`src/rtl/mmio_uart_tx_pkg.sv`:
```
// ---------------------------------------------------------------------------
// mmio_uart_tx_pkg
// Shared definitions for the memory-mapped UART transmitter:
//   - transmit FSM state encoding
//   - register offsets within the 16-byte window (word index = addr[3:2])
//   - STATUS register bit positions and a helper that packs the STATUS word
// ---------------------------------------------------------------------------
package mmio_uart_tx_pkg;

  typedef logic [1:0] tx_state_t;

  localparam tx_state_t ST_IDLE  = 2'd0;
  localparam tx_state_t ST_START = 2'd1;
  localparam tx_state_t ST_DATA  = 2'd2;
  localparam tx_state_t ST_STOP  = 2'd3;

  localparam logic [1:0] REG_TXDATA = 2'd0;
  localparam logic [1:0] REG_STATUS = 2'd1;
  localparam logic [1:0] REG_CLEAR  = 2'd2;

  localparam int STAT_BUSY      = 0;
  localparam int STAT_FULL      = 1;
  localparam int STAT_EMPTY     = 2;
  localparam int STAT_OVERFLOW  = 3;
  localparam int STAT_COUNT_LSB = 4;
  localparam int STAT_COUNT_W   = 5;

  // Builds the STATUS read word; every bit not listed here reads as zero.
  function automatic logic [31:0] pack_status(
    input logic                    busy,
    input logic                    full,
    input logic                    empty,
    input logic                    overflow,
    input logic [STAT_COUNT_W-1:0] count
  );
    logic [31:0] word;
    word                                  = '0;
    word[STAT_BUSY]                       = busy;
    word[STAT_FULL]                       = full;
    word[STAT_EMPTY]                      = empty;
    word[STAT_OVERFLOW]                   = overflow;
    word[STAT_COUNT_LSB +: STAT_COUNT_W]  = count;
    return word;
  endfunction

endpackage

```
`src/rtl/uart_tx_fifo.sv`:
```
// ---------------------------------------------------------------------------
// uart_tx_fifo
// Byte FIFO feeding the UART transmitter. Power-of-two depth so the read and
// write pointers wrap naturally. The head byte is presented combinationally on
// rdata so the consumer can load it on the same edge it pops.
//
// Ports:
//   clk    in   system clock, rising edge
//   rst_n  in   asynchronous active-low reset (pointers and count to zero)
//   push   in   write request; accepted when not full, or when full and pop
//               is taken in the same cycle
//   pop    in   read request; ignored when empty
//   wdata  in   [7:0] byte to write
//   rdata  out  [7:0] byte at the head of the FIFO
//   full   out  count == DEPTH
//   empty  out  count == 0
//   count  out  number of stored bytes, 0..DEPTH
// ---------------------------------------------------------------------------
module uart_tx_fifo #(
  parameter int DEPTH = 4
) (
  input  logic                         clk,
  input  logic                         rst_n,
  input  logic                         push,
  input  logic                         pop,
  input  logic [7:0]                   wdata,
  output logic [7:0]                   rdata,
  output logic                         full,
  output logic                         empty,
  output logic [$clog2(DEPTH+1)-1:0]   count
);

  localparam int AW = $clog2(DEPTH);
  localparam int CW = $clog2(DEPTH+1);

  logic [7:0]    mem [DEPTH];
  logic [AW-1:0] wr_ptr;
  logic [AW-1:0] rd_ptr;
  logic          push_ok;
  logic          pop_ok;

  assign full  = (count == CW'(DEPTH));
  assign empty = (count == '0);
  assign rdata = mem[rd_ptr];

  // A push into a full FIFO is still safe when the head leaves on the same
  // edge: the write slot equals the read slot, and the old byte is consumed
  // from rdata before the edge overwrites it.
  assign push_ok = push && (!full || pop);
  assign pop_ok  = pop && !empty;

  // Pointer and occupancy bookkeeping.
  always_ff @(posedge clk or negedge rst_n) begin
    if (!rst_n) begin
      wr_ptr <= '0;
      rd_ptr <= '0;
      count  <= '0;
    end else begin
      if (push_ok) begin
        wr_ptr <= wr_ptr + 1'b1;
      end
      if (pop_ok) begin
        rd_ptr <= rd_ptr + 1'b1;
      end
      case ({push_ok, pop_ok})
        2'b10:   count <= count + 1'b1;
        2'b01:   count <= count - 1'b1;
        default: count <= count;
      endcase
    end
  end

  // Storage needs no reset: an entry is only read after it has been written.
  always_ff @(posedge clk) begin
    if (push_ok) begin
      mem[wr_ptr] <= wdata;
    end
  end

endmodule

```
`src/rtl/mmio_uart_tx.sv`:
```
// ---------------------------------------------------------------------------
// mmio_uart_tx
// Memory-mapped 8N1 UART transmitter with a small transmit FIFO.
// Register window of 16 bytes at BASE_ADDR, word index = Mem_WrAddr[3:2]:
//   0 TXDATA  write pushes Mem_WrData[7:0]; reads 0
//   1 STATUS  {count[8:4], overflow[3], empty[2], full[1], busy[0]}
//   2 CLEAR   write clears the sticky overflow flag; reads 0
//   3 reserved
//
// Ports:
//   clk         in   system clock, rising edge
//   reset       in   asynchronous active-low reset; release is resynchronised
//   MemWrite    in   CPU store strobe
//   Mem_WrAddr  in   [31:0] CPU address for loads and stores
//   Mem_WrData  in   [31:0] CPU store data
//   sel         out  address falls inside the register window (combinational)
//   rd_data     out  [31:0] register read data, zero when sel is low
//   tx          out  serial line, idle high, registered
//   irq         out  registered; high while the FIFO is empty and FSM is idle
// ---------------------------------------------------------------------------
module mmio_uart_tx #(
  parameter logic [31:0] BASE_ADDR    = 32'h0000_0400,
  parameter int          CLKS_PER_BIT = 16,
  parameter int          FIFO_DEPTH   = 4
) (
  input  logic        clk,
  input  logic        reset,
  input  logic        MemWrite,
  input  logic [31:0] Mem_WrAddr,
  input  logic [31:0] Mem_WrData,
  output logic        sel,
  output logic [31:0] rd_data,
  output logic        tx,
  output logic        irq
);

  import mmio_uart_tx_pkg::*;

  localparam int CW = $clog2(FIFO_DEPTH+1);
  localparam int BW = (CLKS_PER_BIT > 1) ? $clog2(CLKS_PER_BIT) : 1;

  logic [1:0]    rst_sync;
  logic          rst_n;

  logic [1:0]    offset;
  logic          push_req;
  logic          clear_req;
  logic          push_ok;
  logic          push_rej;
  logic          pop;

  logic [7:0]    fifo_rdata;
  logic          fifo_full;
  logic          fifo_empty;
  logic [CW-1:0] fifo_count;

  tx_state_t     state;
  logic [BW-1:0] baud_cnt;
  logic          baud_wrap;
  logic [2:0]    bit_cnt;
  logic [7:0]    shift_reg;
  logic          overflow;

  logic          next_idle;
  logic          will_empty;
  logic          unused_wdata_hi;

  // Reset asserts everywhere at once through the async clear of this pair,
  // but internal logic only leaves reset two edges after the pin is released,
  // so no flop sees the release close to its active edge.
  always_ff @(posedge clk or negedge reset) begin
    if (!reset) begin
      rst_sync <= 2'b00;
    end else begin
      rst_sync <= {rst_sync[0], 1'b1};
    end
  end

  assign rst_n = rst_sync[1];

  // Address decode and register strobes.
  assign sel       = (Mem_WrAddr >= BASE_ADDR) && (Mem_WrAddr <= (BASE_ADDR + 32'd15));
  assign offset    = Mem_WrAddr[3:2];
  assign push_req  = sel && MemWrite && (offset == REG_TXDATA);
  assign clear_req = sel && MemWrite && (offset == REG_CLEAR);

  // The FSM only takes a byte while idle; a full FIFO still accepts a push
  // on that same edge because a slot is freed by the pop.
  assign pop      = (state == ST_IDLE) && !fifo_empty;
  assign push_ok  = push_req && (!fifo_full || pop);
  assign push_rej = push_req && !push_ok;

  assign unused_wdata_hi = ^Mem_WrData[31:8];

  uart_tx_fifo #(
    .DEPTH (FIFO_DEPTH)
  ) u_fifo (
    .clk   (clk),
    .rst_n (rst_n),
    .push  (push_req),
    .pop   (pop),
    .wdata (Mem_WrData[7:0]),
    .rdata (fifo_rdata),
    .full  (fifo_full),
    .empty (fifo_empty),
    .count (fifo_count)
  );

  // Register read mux; only STATUS returns data.
  always_comb begin
    rd_data = '0;
    if (sel && (offset == REG_STATUS)) begin
      rd_data = pack_status(state != ST_IDLE, fifo_full, fifo_empty, overflow,
                            STAT_COUNT_W'(fifo_count));
    end
  end

  // Sticky overflow: a rejected push in the same cycle as a CLEAR write wins.
  always_ff @(posedge clk or negedge rst_n) begin
    if (!rst_n) begin
      overflow <= 1'b0;
    end else if (push_rej) begin
      overflow <= 1'b1;
    end else if (clear_req) begin
      overflow <= 1'b0;
    end
  end

  assign baud_wrap = (baud_cnt == BW'(CLKS_PER_BIT - 1));

  // Transmit FSM. tx is registered and always loaded with the level of the
  // state being entered, so each bit is on the line for exactly CLKS_PER_BIT
  // cycles and the single IDLE cycle between frames keeps tx high.
  always_ff @(posedge clk or negedge rst_n) begin
    if (!rst_n) begin
      state     <= ST_IDLE;
      tx        <= 1'b1;
      baud_cnt  <= '0;
      bit_cnt   <= '0;
      shift_reg <= '0;
    end else begin
      case (state)
        ST_IDLE: begin
          if (!fifo_empty) begin
            shift_reg <= fifo_rdata;
            baud_cnt  <= '0;
            bit_cnt   <= '0;
            tx        <= 1'b0;
            state     <= ST_START;
          end
        end
        ST_START: begin
          if (baud_wrap) begin
            baud_cnt <= '0;
            tx       <= shift_reg[0];
            state    <= ST_DATA;
          end else begin
            baud_cnt <= baud_cnt + 1'b1;
          end
        end
        ST_DATA: begin
          if (baud_wrap) begin
            baud_cnt  <= '0;
            shift_reg <= shift_reg >> 1;
            bit_cnt   <= bit_cnt + 1'b1;
            if (bit_cnt == 3'd7) begin
              tx    <= 1'b1;
              state <= ST_STOP;
            end else begin
              tx <= shift_reg[1];
            end
          end else begin
            baud_cnt <= baud_cnt + 1'b1;
          end
        end
        ST_STOP: begin
          if (baud_wrap) begin
            baud_cnt <= '0;
            tx       <= 1'b1;
            state    <= ST_IDLE;
          end else begin
            baud_cnt <= baud_cnt + 1'b1;
          end
        end
        default: begin
          tx    <= 1'b1;
          state <= ST_IDLE;
        end
      endcase
    end
  end

  // irq is computed from the values the FSM and FIFO will hold after this
  // edge, so the registered output lines up with the state it describes.
  assign next_idle  = ((state == ST_IDLE) && fifo_empty) ||
                      ((state == ST_STOP) && baud_wrap);
  assign will_empty = !push_ok &&
                      (fifo_empty || ((fifo_count == CW'(1)) && pop));

  always_ff @(posedge clk or negedge rst_n) begin
    if (!rst_n) begin
      irq <= 1'b1;
    end else begin
      irq <= next_idle && will_empty;
    end
  end

endmodule

```
`config.mk`:
```
export PLATFORM = sky130hd
export DESIGN_NAME = mmio_uart_tx
export DESIGN_NICKNAME = d
export VERILOG_FILES = /design/src/rtl/mmio_uart_tx_pkg.sv /design/src/rtl/uart_tx_fifo.sv /design/src/rtl/mmio_uart_tx.sv
export SDC_FILE = /design/constraint.sdc
export NUM_CORES = 1
export LEC_CHECK = 0
export CAP_MARGIN = 20
export CORE_ASPECT_RATIO = 1.2
export CORE_MARGIN = 2
export CORE_UTILIZATION = 32
export CTS_CLUSTER_DIAMETER = 30
export DETAILED_ROUTE_END_ITERATION = 7
export PLACE_DENSITY = 0.59
export SYNTH_ARGS = -nofsm -noshare
export SYNTH_HDL_FRONTEND = slang
export SYNTH_SLANG_ARGS = --single-unit
```
`constraint.sdc`:
```
create_clock -name clk -period 1.7 [get_ports clk]
set_input_delay 0.34 -clock clk [delete_from_list [all_inputs] [get_ports clk]]
set_output_delay 0.34 -clock clk [all_outputs]
set_load 0.02 [all_outputs]
```
==> flow_metrics.py <==
metrics = {
    "timing": {
        "fin_ws_ns": -0.2859,
        "period_needed_ns": 1.986,
        "final.setup.tns_ns": -9.875,
        "max_freq_ghz": 0.5036,
        "rsz0062_at_grt": "yes",
        "hold_violations": 0,
        "fin_crit_sh_pct": 116.8,
        "finalClockSkew_ns": 0.006958,
        "setup_viol": 46,
        "slew_viol_final": 0,
        "whs_ns": 0.1729,
    },
    "cells_and_area": {
        "antenna_cells": 0,
        "largest_register_ffs": 32,
        "drive_gt1_share_pct": 44.38,
        "syn2layout_area_growth_pct": 47.29,
        "nFillCells": 841,
        "finish.net_count": 426,
        "final_design_area_no_fill_um2": 4583,
    },
    "die": {
        "row_count": 39,
        "die_height_um": 112.0,
        "io_pins": 102,
        "dieArea_um2": 10530,
        "die_x_um": 94.02,
        "core_um2": 9515,
        "start_util_pct": 32.70,
    },
    "global_route": {
        "grt_pass1_wl_um": 10180,
        "overflow": 0,
        "grt_max_degree": 28,
        "met3_usage_pct": 3.154,
        "antenna_found_initial": 0,
        "grt_pass1_vias": 2116,
        "grt_use_met2_pct": 22.00,
        "top_usage_layer": "met2",
        "track_usage_pct": 12.64,
        "grt_use_met1_pct": 14.77,
    },
    "pwr": {
        "power_density_nw_per_um2": 831.7,
        "switching_power_uw": 880.0,
        "p_int_mw": 2.932,
        "vdd_drop_max_mv": 1.066,
        "power.leakage_nw": 1.897,
        "comb_power_share_pct": 7.9,
        "p_total_mw": 3.812,
        "p_sw_share_pct": 23.08,
        "p_clk_share_pct": 47.1,
        "seq_power_share_pct": 45.0,
    },
    "synthesis": {
        "syn_area_um2": 3112,
        "synth_area_leaders": "edfxtp_1 31%, dfrtp_1 22%, ha_1 6.8%, buf_4 6.0%, mux4_2 5.8%",
        "yosysMostFrequentCell": "edfxtp_1",
        "yosys.area.top_type_share_pct": 30.88,
        "async_reset_ff_share_pct": 47.54,
        "synth_edf_count": 32,
        "ys.flop_type": "edfxtp_1",
        "ys_ff_latch": 61,
        "yosys_warnings": 0,
        "ys_types": 42,
        "avgSynthCellArea_um2": 12.97,
        "synth-seq-area-share_pct": 54.28,
        "synth_common_cells": "32 x edfxtp_1, 27 x dfrtp_1, 25 x buf_4",
        "synthCells": 240,
        "synth_top_cell_by_area": "edfxtp_1",
    },
    "clock_network": {
        "clock_latency_ns": 0.32,
        "cts_made_buffers": 9,
        "cts_hold_buf": 0,
        "htree_levels": 3,
        "clk_pin_slew_worst_paths_ns": 0.06,
        "cts_tree": "done",
        "clock_path_buffers": 2,
        "cts_num_sinks": 61,
        "clockRootBuffer": "clkbuf_16",
    },
    "run_status": {
        "violations": "setup timing",
        "status": "finished, violations left",
    },
    "placed_design": {
        "place.port_buffers": 50,
        "gp_congestion": 0.8018,
        "placed_area_um2": 4045,
        "dp_hpwl_um": 4422,
    },
    "critical_path": {
        "crit_path_end_kind": "primary output",
        "worstSetupPathType": "in -> out",
        "critical_path_required_ns": 1.36,
        "crit_fanout": 7,
        "worstPathArrival_ns": 1.65,
        "start_kind": "primary input",
    },
    "routing": {
        "drt-total-wl_um": 6317,
        "firstDrtPassIters": 3,
        "wl_per_cell_um": 13.44,
        "ant_nets": 0,
        "viasPerCell": 4.457,
        "drt_iter0_drc": 55,
        "route.detailed.drc": 0,
        "vias": 2095,
    },
    "run": {
        "maxCapViolCount": 0,
    },
    "hold_path": {
        "hold_path.class": "in -> async",
    },
}
-- power by group through the flow --
stage	clock [mW]	combinational, mW	sequential [mW]
3_3_place_gp	0	0.293	1.74
4_1_cts	1.84	0.291	1.71
5_1_grt	1.93	0.349	1.73
2_1_floorplan	0	0.194	1.73
3_5_place_dp	0	0.299	1.74
6_report	1.80	0.301	1.71
-- cells in the final DEF (no fill, tap or decap), types with 4 or more instances in the layout --
cell type,count
a21oi_1,8
a22o_1,6
and2_4,6
buf_2,15
buf_4,41
buf_6,20
clkbuf_16,10
clkdlybuf4s15_1,7
clkdlybuf4s50_1,11
conb_1,26
dfrtp_1,27
edfxtp_1,32
ha_1,12
ha_4,4
inv_1,5
inv_2,5
mux2i_1,9
mux4_2,8
nand2_1,6
nor2_1,10
nor4_4,7
o21ai_0,4
-- cell type report --
type | count | area (µm²) | area share [%]
clock buffer | 9 | 225.2 | 4.914
timing repair buffer | 99 | 863.3 | 18.84
multi-input combinational | 161 | 1540 | 33.61
sequential | 61 | 1689 | 36.86
inverter | 10 | 37.54 | 0.8190
clock inverter | 7 | 73.82 | 1.611
tap | 123 | 153.9 | 3.358
-- final timing paths --
path	start	end	slack, ns	depth (start not counted)
hold reg to reg	rst_sync[1]	baud_cnt[1]	0.25	1
hold / removal	reset	rst_sync[0]	0.17	1
max in group asynchronous	rst_sync[1]	tx	1.14	1
min in group clk	rst_sync[0]	rst_sync[1]	0.36	0
setup reg to reg	state[0]	u_fifo.count[2]	-0.28	10
setup / recovery	Mem_WrAddr[26]	rd_data[1]	-0.29	7
-- logic make-up after synthesis --
| group | share of synthesized area [%] |
|---|---|
| XOR/XNOR | 1.689 |
| adder cells (fa/ha/maj) | 6.835 |
| AND/OR/NAND/NOR | 12.22 |
| buffers and inverters | 8.202 |
| AO/OA/AOI/OAI | 6.755 |
| multiplexers | 9.771 |
| other | 0.2413 |
| flip-flops | 54.28 |
-- metal layers --
metal	part of all wire (%)	wire length, µm
met2	54	3438
met3	3.2	203
met1	41	2563
met4	1.8	112
met5	0	0
-- worst max-delay path, cell delays in order --
cell,delay (ns)
buf_6,0.09
nor4_4,0.32
nand3_2,0.14
nor4b_4,0.27
buf_4,0.19
and3_4,0.18
buf_6,0.11
-- per-stage QoR --
stage | cells | util (%) | setup slack, ns
5_1_grt | 470 | 48.17 | -0.4192
4_1_cts | 462 | 46.25 | -0.2870
3_3_place_gp | 442 | 42.51 | -1.183
3_5_place_dp | 442 | 42.51 | -1.226
6_report | 470 | 48.17 | -0.2859
2_1_floorplan | 264 | - | -0.3089
-- timing repair --
action | 4_1_cts | 5_1_grt
endpoints found under the setup margin | 50 | 57
pin swaps | 20 | 10
gates resized for setup | 172 | 27
endpoints found under the hold margin | 0 | 0
buffers inserted | 4 | 8
cloned | 0 | 1
(Power assumes the default switching activity.)
